===== config.mk =====
export PLATFORM = sky130hd
export DESIGN_NAME = icache_responder_flat
export DESIGN_NICKNAME = d
export VERILOG_FILES = /design/src/rtl/icache_responder_if.sv /design/src/rtl/icache_responder.sv /design/src/flat_wrapper.sv
export SDC_FILE = /design/constraint.sdc
export NUM_CORES = 2
export LEC_CHECK = 0
export CORE_ASPECT_RATIO = 1.2
export CORE_MARGIN = 2
export CORE_UTILIZATION = 35
export CTS_BUF_LIST = sky130_fd_sc_hd__clkbuf_2 sky130_fd_sc_hd__clkbuf_4 sky130_fd_sc_hd__clkbuf_8
export DETAILED_ROUTE_END_ITERATION = 10
export PLACE_DENSITY = 0.49
export SYNTH_ARGS = -nofsm -noshare
export SYNTH_HDL_FRONTEND = slang
export SYNTH_MEMORY_MAX_BITS = 65536
export SYNTH_SLANG_ARGS = --single-unit

===== constraint.sdc =====
create_clock -name clk -period 4.45 [get_ports clk]
set_input_delay 0.445 -clock clk [delete_from_list [all_inputs] [get_ports clk]]
set_output_delay 0.445 -clock clk [all_outputs]
set_load 0.01 [all_outputs]

===== src/rtl/icache_responder_if.sv =====
// Fetch-side and memory-side signal bundle for icache_responder.
// The cache uses the slave modport; the fetch stage and the memory sit on master.
interface icache_responder_if;
  logic        fetch_req;
  logic [15:0] fetch_addr;
  logic [15:0] instr;
  logic        stall;
  logic        mem_rd;
  logic [15:0] mem_addr;
  logic [15:0] mem_data;
  logic        mem_data_valid;
  logic [15:0] miss_count;

  modport slave (
    input  fetch_req, fetch_addr, mem_data, mem_data_valid,
    output instr, stall, mem_rd, mem_addr, miss_count
  );

  modport master (
    output fetch_req, fetch_addr, mem_data, mem_data_valid,
    input  instr, stall, mem_rd, mem_addr, miss_count
  );
endinterface


===== src/rtl/icache_responder.sv =====
// Direct-mapped read-only instruction cache: combinational hits, 8-word block refill.
// Define ICACHE_STATS_EN to build the saturating miss counter; otherwise miss_count is 0.
module icache_responder #(
  parameter int MEM_WORDS = 8,
  parameter int NUM_SETS  = 32
) (
  input  logic clk,
  input  logic rst,
  icache_responder_if.slave bus
);
  localparam int OFF_W = $clog2(MEM_WORDS);
  localparam int IDX_W = $clog2(NUM_SETS);
  localparam int TAG_W = 15 - OFF_W - IDX_W;
  localparam logic [OFF_W-1:0] LAST = OFF_W'(MEM_WORDS - 1);

  typedef enum logic {IDLE, FILL} state_t;

  state_t           state;
  logic [TAG_W-1:0] fill_tag;
  logic [IDX_W-1:0] fill_idx;
  logic [OFF_W-1:0] issue_cnt;
  logic [OFF_W-1:0] rx_cnt;
  logic [NUM_SETS-1:0] valid;

  logic [TAG_W-1:0] tag_mem  [NUM_SETS];
  logic [15:0]      data_mem [NUM_SETS*MEM_WORDS];

  logic [OFF_W-1:0] req_off;
  logic [IDX_W-1:0] req_idx;
  logic [TAG_W-1:0] req_tag;
  logic             unused_byte_bit;

  assign req_off         = bus.fetch_addr[OFF_W:1];
  assign req_idx         = bus.fetch_addr[OFF_W+IDX_W:OFF_W+1];
  assign req_tag         = bus.fetch_addr[15:OFF_W+IDX_W+1];
  assign unused_byte_bit = bus.fetch_addr[0];

  logic             lookup, hit, miss, fill_we, last_rx;
  logic [OFF_W-1:0] next_issue;

  assign lookup     = bus.fetch_req && (state == IDLE);
  assign hit        = lookup && valid[req_idx] && (tag_mem[req_idx] == req_tag);
  assign miss       = lookup && !hit;
  assign fill_we    = (state == FILL) && bus.mem_data_valid;
  assign last_rx    = fill_we && (rx_cnt == LAST);
  assign next_issue = issue_cnt + OFF_W'(1);

  // NOTE: every always_comb output gets a default first so no path leaves it unassigned (no latch).
  always_comb begin
    bus.stall = 1'b0;
    bus.instr = '0;
    if (state == FILL || miss) bus.stall = 1'b1;
    if (hit)                   bus.instr = data_mem[{req_idx, req_off}];
  end

  // Read issue and return counting run independently: returns are counted, never timed.
  // NOTE: sequential state uses non-blocking assignments only, so every block sees pre-edge values.
  always_ff @(posedge clk or negedge rst) begin
    if (!rst) begin
      state        <= IDLE;
      fill_tag     <= '0;
      fill_idx     <= '0;
      issue_cnt    <= '0;
      rx_cnt       <= '0;
      valid        <= '0;
      bus.mem_rd   <= 1'b0;
      bus.mem_addr <= '0;
    end else begin
      case (state)
        IDLE: begin
          if (miss) begin
            state          <= FILL;
            fill_tag       <= req_tag;
            fill_idx       <= req_idx;
            valid[req_idx] <= 1'b0;
            issue_cnt      <= '0;
            rx_cnt         <= '0;
            bus.mem_rd     <= 1'b1;
            bus.mem_addr   <= {req_tag, req_idx, {OFF_W{1'b0}}, 1'b0};
          end
        end
        FILL: begin
          if (bus.mem_rd) begin
            if (issue_cnt == LAST) begin
              bus.mem_rd <= 1'b0;
            end else begin
              issue_cnt    <= next_issue;
              bus.mem_addr <= {fill_tag, fill_idx, next_issue, 1'b0};
            end
          end
          if (fill_we) begin
            rx_cnt <= rx_cnt + OFF_W'(1);
            if (last_rx) begin
              valid[fill_idx] <= 1'b1;
              state           <= IDLE;
            end
          end
        end
        default: state <= IDLE;
      endcase
    end
  end

  // NOTE: the arrays carry no reset; the valid bits alone decide whether their contents are used.
  always_ff @(posedge clk) begin
    if (fill_we) data_mem[{fill_idx, rx_cnt}] <= bus.mem_data;
    if (last_rx) tag_mem[fill_idx]            <= fill_tag;
  end

`ifdef ICACHE_STATS_EN
  logic [15:0] miss_cnt;

  always_ff @(posedge clk or negedge rst) begin
    if (!rst)                            miss_cnt <= '0;
    else if (miss && miss_cnt != 16'hFFFF) miss_cnt <= miss_cnt + 16'd1;
  end

  assign bus.miss_count = miss_cnt;
`else
  assign bus.miss_count = '0;
`endif

endmodule


===== src/flat_wrapper.sv =====
// flat-port wrapper written by rule: the top's interface ports become plain ports
module icache_responder_flat 
#(
  parameter int MEM_WORDS = 8,
  parameter int NUM_SETS  = 32
)
  (clk, rst, bus_fetch_req, bus_fetch_addr, bus_mem_data, bus_mem_data_valid, bus_instr, bus_stall, bus_mem_rd, bus_mem_addr, bus_miss_count);
  icache_responder_if bus_i ();
  input  logic clk;
  input  logic rst;
  input wire logic [$bits(bus_i.fetch_req)-1:0] bus_fetch_req;
  input wire logic [$bits(bus_i.fetch_addr)-1:0] bus_fetch_addr;
  input wire logic [$bits(bus_i.mem_data)-1:0] bus_mem_data;
  input wire logic [$bits(bus_i.mem_data_valid)-1:0] bus_mem_data_valid;
  output wire logic [$bits(bus_i.instr)-1:0] bus_instr;
  output wire logic [$bits(bus_i.stall)-1:0] bus_stall;
  output wire logic [$bits(bus_i.mem_rd)-1:0] bus_mem_rd;
  output wire logic [$bits(bus_i.mem_addr)-1:0] bus_mem_addr;
  output wire logic [$bits(bus_i.miss_count)-1:0] bus_miss_count;
  assign bus_i.fetch_req = bus_fetch_req;
  assign bus_i.fetch_addr = bus_fetch_addr;
  assign bus_i.mem_data = bus_mem_data;
  assign bus_i.mem_data_valid = bus_mem_data_valid;
  assign bus_instr = bus_i.instr;
  assign bus_stall = bus_i.stall;
  assign bus_mem_rd = bus_i.mem_rd;
  assign bus_mem_addr = bus_i.mem_addr;
  assign bus_miss_count = bus_i.miss_count;
  icache_responder #(.MEM_WORDS(MEM_WORDS), .NUM_SETS(NUM_SETS)) u_core (.clk(clk), .rst(rst), .bus(bus_i));
endmodule

# Word level (Yosys, flattened, before mapping)
# Memory sizes are Yosys's and may differ from the RTL's.
# Cells that the tools add are included.
# classes
n_addsub	2
n_lt_le_gt_ge	4
bitwise_logic	4
eq_ne	8
reduce_logical	14
n_mux	34
# op_table
cell	n
32-bit two-way mux	3
16-bit two-way mux	4
32-bit one-hot mux with 2 select lines	1
32-bit bitwise AND	1
32-bit NOT	1
32-bit OR	1
16-bit one-hot mux with 2 select lines	1
1-bit two-way mux	14
5-bit by 6-bit < comparator with 1-bit output (second input constant)	2
3-bit two-way mux	4
3-bit one-hot mux with 2 select lines	2
1-bit demux with 5-bit select	2
5-bit by 1-bit greater-or-equal comparator with 1-bit output (second input constant)	2
1-bit logical AND	8
7-bit equality test	1
3-bit by 1-bit adder with 3-bit output (second input constant)	2
3-bit equality test (second input constant)	2
2-bit != test (second input constant)	3
3-bit AND reduction	2
1-bit binary-select mux with 5-bit select	1
2-bit by 1-bit != test with 1-bit output (second input constant)	2
1-bit one-hot mux with 2 select lines	2
2-bit AND reduction	2
1-bit zero test	1
2 further kinds	2
# word_totals
ramBits	4320
reg_bits	68
memories	2
elab_cells	76
# memory_table
name	words	width	rd	rd_ports_with_merged_regs	wr	line_no	source
u_core.data_mem	256	16	1	0	1	icache_responder.sv:26	logic [15:0] data_mem [NUM_SETS*MEM_WORDS];
u_core.tag_mem	32	7	1	0	1	icache_responder.sv:25	logic [TAG_W-1:0] tag_mem [NUM_SETS];

# Depth between registers and ports, before layout
# logic_depth
word_depth	8
depth_mapped	15
ltp_nobuf	8

# Worst setup path after synthesis
# No wires, ideal clock.
# synth_timing
kind	input -> output
startpoint	in bus_fetch_addr[1]
endpoint	out bus_instr[14]
required_time_ns	4.005
cell_stages	10
slack_ns	0.940
arrival_ns	3.065
cell_sequence	buf_2 -> clkbuf_1 -> clkbuf_1 -> buf_2 -> mux4_2 -> mux2i_1 -> o22ai_1 -> nor2_1 -> o22ai_1 -> o41a_1
# synth_between
elab_chain_cells	2
# synth_rtl
item	line_no	source
start, declared	flat_wrapper.sv:12	input wire logic [$bits(bus_i.fetch_addr)-1:0] bus_fetch_addr;
memory read 256 x 16 bit	n/a	
16-bit two-way mux	icache_responder.sv:53	if (hit) bus.instr = data_mem[{req_idx, req_off}];
end, declared	flat_wrapper.sv:15	output wire logic [$bits(bus_i.instr)-1:0] bus_instr;
# Every way passes these cells.

# Final worst setup path
# layout_timing
startpoint	mem u_core.tag_mem[24][1] (netlist name)
endpoint	out bus_instr[14]
# layout_between
elab_chain_cells	4
# layout_rtl
item	line_no	source
start, declared	icache_responder.sv:25	
memory read 32 x 7 bit	n/a	
7-bit equality test	icache_responder.sv:42	assign hit = lookup && valid[req_idx] && (tag_mem[req_idx] == req_tag);
1-bit logical AND	icache_responder.sv:42	
16-bit two-way mux	icache_responder.sv:53	
# Every way passes these cells.

==> results summary <==
The flow ran to the end, but the final reports show violations. The final reports fail on max-slew violations, negative setup slack. The startpoint identified for the worst register-to-register timing path is u_core.state.

The type of element capturing the critical path is a primary output. The smallest clock period supported by the final layout is computed as 4.72 ns. The layout cell share with drive strength beyond 1 is 40.6%. Counting stages on the worst path, the most repeated cell is sky130_fd_sc_hd__nor4_1. In this run the tightest slew margin relative to its limit is -22.1%.

The synthesized design contains 4320 enable-type register cells. Summing the areas of all compound-gate instances in the mapped netlist gives 1.67% of the synthesized area. The power share of the clock group came out at 38.2%.

The area fraction in and, or, nand and nor cells after synthesis came out at 1.52%. The global-route wire length before repair is 671000 um. The number of slew-limit violations in the final report was 104. The cell with the biggest individual delay on the critical path is sky130_fd_sc_hd__nor4_1.

Sorting the synthesized cells by how often they occur yields 4320 x sky130_fd_sc_hd__edfxtp_1, 1024 x sky130_fd_sc_hd__mux4_2, 515 x sky130_fd_sc_hd__mux2_2. By area the synthesized netlist is led by sky130_fd_sc_hd__edfxtp_1 77%, sky130_fd_sc_hd__mux4_2 14%, sky130_fd_sc_hd__mux2_2 3.4%, sky130_fd_sc_hd__o22ai_1 1.4%, sky130_fd_sc_hd__mux2i_1 0.96%. The via count of the first global-routing pass is 86500. The fraction of synthesized area in multiplexers is 18.0%.

The internal power of the cells totals 0.0666 W. The end-of-flow core utilization is 41.2%. The horizontal die dimension is 639 um. The final hold violation count came out at 0. The number of antenna violations at the first check in global routing was 20. The count of non-filler cells in the finished layout came out at 15600.

The TritonCTS clock tree is yes. The die covers 489000 um^2. The count of H-tree levels built during CTS is 6. The effective utilization at floorplan is 35.2%.

The length of the first detailed-routing pass in iterations came out at 5. The largest fanout of any net on the critical path is 5. For this run, the slowest stage of the critical path takes 0.47 ns. The top-level I/O count came out at 86. In this run the core area contains 279 standard-cell rows. For this design the ratio of total power to cell area is 443 nW/um^2. By startpoint and endpoint, the worst setup path is classified as reg -> out. The die is 766 um tall. The category of cells accounting for the largest share of critical-path delay is simple AND/OR/NAND/NOR gates. The final setup violation count is 16.

STA classifies the critical path startpoint as a flop. The total wire length came out at 482000 um. At the later pin of the worst-skew pair, clock insertion delay measures 1.26 ns. The critical path starts at u_core.tag_mem[24][1]. The worst IR drop on VDD came out at 0.347 mV. STA puts the critical path data arrival time at 4.28 ns.

The initial DRC count is 8287. The highest achievable clock rate came out at 212 MHz. Setup repair after global routing could not meet its margin everywhere. The HPWL after detailed placement is 295000 um.

The synthesized design contains 4384 register bits. The number of buffer and inverter instances along the worst setup path came out at 2. At the worst endpoint, the required time is 4.01 ns. The switching component of the power is 0.0212 W.

The average wire per cell in the routed design came out at 30.9 um. The detailed-route vias per instance came out at 5.32. The netlist area before placement came out at 169000 um^2. Counting distinct cell types in the post-synthesis netlist gives 46.

Clock-pin slew was measured on the worst setup and hold paths at 0.06 ns. Clock skew on the completed layout was measured at 0.0727 ns. The class of the worst hold path is in -> reg. The buffer cell driving the clock tree root is sky130_fd_sc_hd__clkbuf_8.

The synthesized netlist devotes 0% of its cell area to XOR and XNOR gates. The total number of clock tree sinks came out at 4384. The worst-case clock buffer depth is 4.

The signal on the critical path passes through mux2i_2 -> o22ai_1 -> nor4_1 -> a21oi_1 -> nor4_1 -> and4_4 -> buf_12 -> o41a_1 -> buf_6. The synthesized area divided by synthesized cell count came out at 22.3 um^2. The sequential power share is 53.1%. The core footprint is 481000 um^2.

The relative contribution of combinational cells to total power is 8.7%. For this run, design rule violations remaining after detail routing come to 0. Setup slack on the critical path of the routed design comes to -0.274 ns. Prior to clock tree synthesis, the placed netlist has a worst setup slack of -0.493 ns. Of the total synthesized cell area, the portion taken by full adders, half adders and majority gates is 0.0517%. The routability congestion estimate from global placement came out at 0.859.

The all-layer global routing usage is 19.4%. The cell leakage power is 62.8 nW. The top-area cell type share of the netlist area is 76.6%.

The startpoint of the tightest hold check path is bus_fetch_addr[5]. For the pin with the worst max-slew slack, the measured transition is 1.83 ns. After synthesis, the largest family of logic cells by area is multiplexers. The max capacitance violation total is 0.

After detailed placement, the design holds a cell count of 14300. After synthesis, the share of flip-flops with an asynchronous set or reset is 1.46%. The switching share of total power is 24.1%. The growth of design area from synthesis to finish came out at 17.1%. The maximum number of pins on one net before global-route repair came out at 136. The number of input and output port buffers inserted is 67. The total grt overflow is 0.

The most used flip-flop cell after synthesis is sky130_fd_sc_hd__edfxtp_1. The sequential element share of the synthesized area came out at 77.6%. The final-stage net count came out at 8773. Detailed routing inserted a total of 83000 vias. The number of clock buffers added by TritonCTS is 682. The post-route fraction of the period consumed by the critical path is 106%.

The post-route antenna net violation count is 0. By instance count, the leading cell after synthesis is sky130_fd_sc_hd__edfxtp_1. The cell type with the highest aggregate area in the netlist is sky130_fd_sc_hd__edfxtp_1. The post-synthesis instance total came out at 7590. The number of synthesis warnings is 0.
## logic make-up (layout without fill, tap and decap cells)
| logic type | count (synthesis) | count (layout) |
|---|---|---|
| other cells | 1 | 33 |
| fa+ha+maj | 7 | 7 |
| flops | 4384 | 4384 |
| compound gates | 433 | 433 |
| simple gates | 583 | 583 |
| buf+inv | 480 | 2140 |
| mux | 1702 | 1702 |
## worst register-to-register path, cell delays in order (launching register included)
cell and delay [ns]:
sky130_fd_sc_hd__dfrtp_1 0.66, sky130_fd_sc_hd__and2_1 0.31, sky130_fd_sc_hd__buf_4 0.21, sky130_fd_sc_hd__nand3_2 0.78, sky130_fd_sc_hd__buf_4 0.56, sky130_fd_sc_hd__nor2_2 0.30
sky130_fd_sc_hd__buf_4 0.32
## through the flow
stage,hold WS (ns),total power (W),instance area [um^2],TNS [ns]
floorplan,0.149,0.0508,169000,0
global placement,0.480,0.0550,184000,-5.96
detailed placement,0.486,0.0551,184000,-3.64
CTS,0.0454,0.0887,198000,-4.51
global route,0.129,0.0907,198000,-3.95
finish,0.205,0.0877,198000,-1.87
## cell type report
type	instances	area [um^2]
antenna	16	40.0
clock buffer	912	11200
clock inverter	308	2070
fill	42100	283000
inverter	4	15.0
multi-input combinational	2742	37100
sequential	4384	131000
tap	6322	7910
timing repair buffer	916	8560
## routing by layer
layer | wire length [um] | vias up | global-route usage (%) | part of all wire, %
li1 | - | 34400 | - | -
met1 | 204000 | 45200 | 26.3 | 42
met2 | 236000 | 2717 | 32.2 | 49
met3 | 27300 | 682 | 3.01 | 5.7
met4 | 14400 | 2 | 5.81 | 3.0
met5 | 8 | - | 0 | 0.0017
## flip-flops by register name, indices dropped and copies added (netlist names)
name and cells:
u_core.valid 32, u_core.issue_cnt 2, u_core.fill_idx 5, u_core.fill_tag 7, u_core.rx_cnt 3, u_core.state 1
u_core.bus.mem_rd 1, u_core.data_mem 4096, u_core.tag_mem 224, u_core.bus.mem_addr 13
## worst paths after layout
| kind | slack, ns | cells after the start | to |
|---|---|---|---|
| max | -0.27 | 9 | bus_instr[14] |
| min | 0.21 | 4 | u_core.bus.mem_addr[5] |
| max reg2reg | 0.92 | 6 | u_core.data_mem[49][9] |
| min reg2reg | 0.50 | 1 | u_core.valid[1] |
| max in group asynchronous | 2.70 | 4 | u_core.bus.mem_addr[11] |
| min in group asynchronous | 0.48 | 4 | u_core.valid[7] |
## cells in the final DEF (no fill, tap or decap), types with 8 or more instances in the layout
cell type,instances
sky130_fd_sc_hd__buf_4,720
sky130_fd_sc_hd__nand3_1,13
sky130_fd_sc_hd__clkinv_2,60
sky130_fd_sc_hd__mux2i_1,153
sky130_fd_sc_hd__diode_2,16
sky130_fd_sc_hd__inv_6,14
sky130_fd_sc_hd__nor4_1,22
sky130_fd_sc_hd__clkbuf_8,698
sky130_fd_sc_hd__clkinv_1,180
sky130_fd_sc_hd__mux4_2,1024
sky130_fd_sc_hd__nor2_2,227
sky130_fd_sc_hd__o22ai_1,354
sky130_fd_sc_hd__clkinvlp_4,19
sky130_fd_sc_hd__mux2_2,513
sky130_fd_sc_hd__clkbuf_4,214
sky130_fd_sc_hd__nand3_2,8
sky130_fd_sc_hd__buf_6,8
sky130_fd_sc_hd__and2_4,14
sky130_fd_sc_hd__o22ai_2,26
sky130_fd_sc_hd__nand2_1,28
sky130_fd_sc_hd__conb_1,17
sky130_fd_sc_hd__nor2_1,193
sky130_fd_sc_hd__dlygate4sd3_1,29
sky130_fd_sc_hd__buf_8,19
sky130_fd_sc_hd__dfrtp_1,64
sky130_fd_sc_hd__bufinv_16,21
sky130_fd_sc_hd__o32a_1,32
sky130_fd_sc_hd__clkdlybuf4s50_1,29
sky130_fd_sc_hd__edfxtp_1,4320
sky130_fd_sc_hd__buf_12,108
## repair_timing
item,4_1_cts,5_1_grt
pin swaps,9,0
buffers inserted,6,4
hold buffers,29,0
setup endpoints to repair,17,17
gates cloned,0,0
gates resized for setup,90,39
hold endpoints to repair,2103,0
## power groups by stage
stage	combinational [W]	sequential, W	clock [W]
floorplan	0.00329	0.0475	0
global placement	0.00758	0.0474	0
detailed placement	0.00768	0.0474	0
CTS	0.00777	0.0466	0.0344
global route	0.00804	0.0466	0.0360
finish	0.00766	0.0466	0.0335
(Power assumes the default switching activity.)
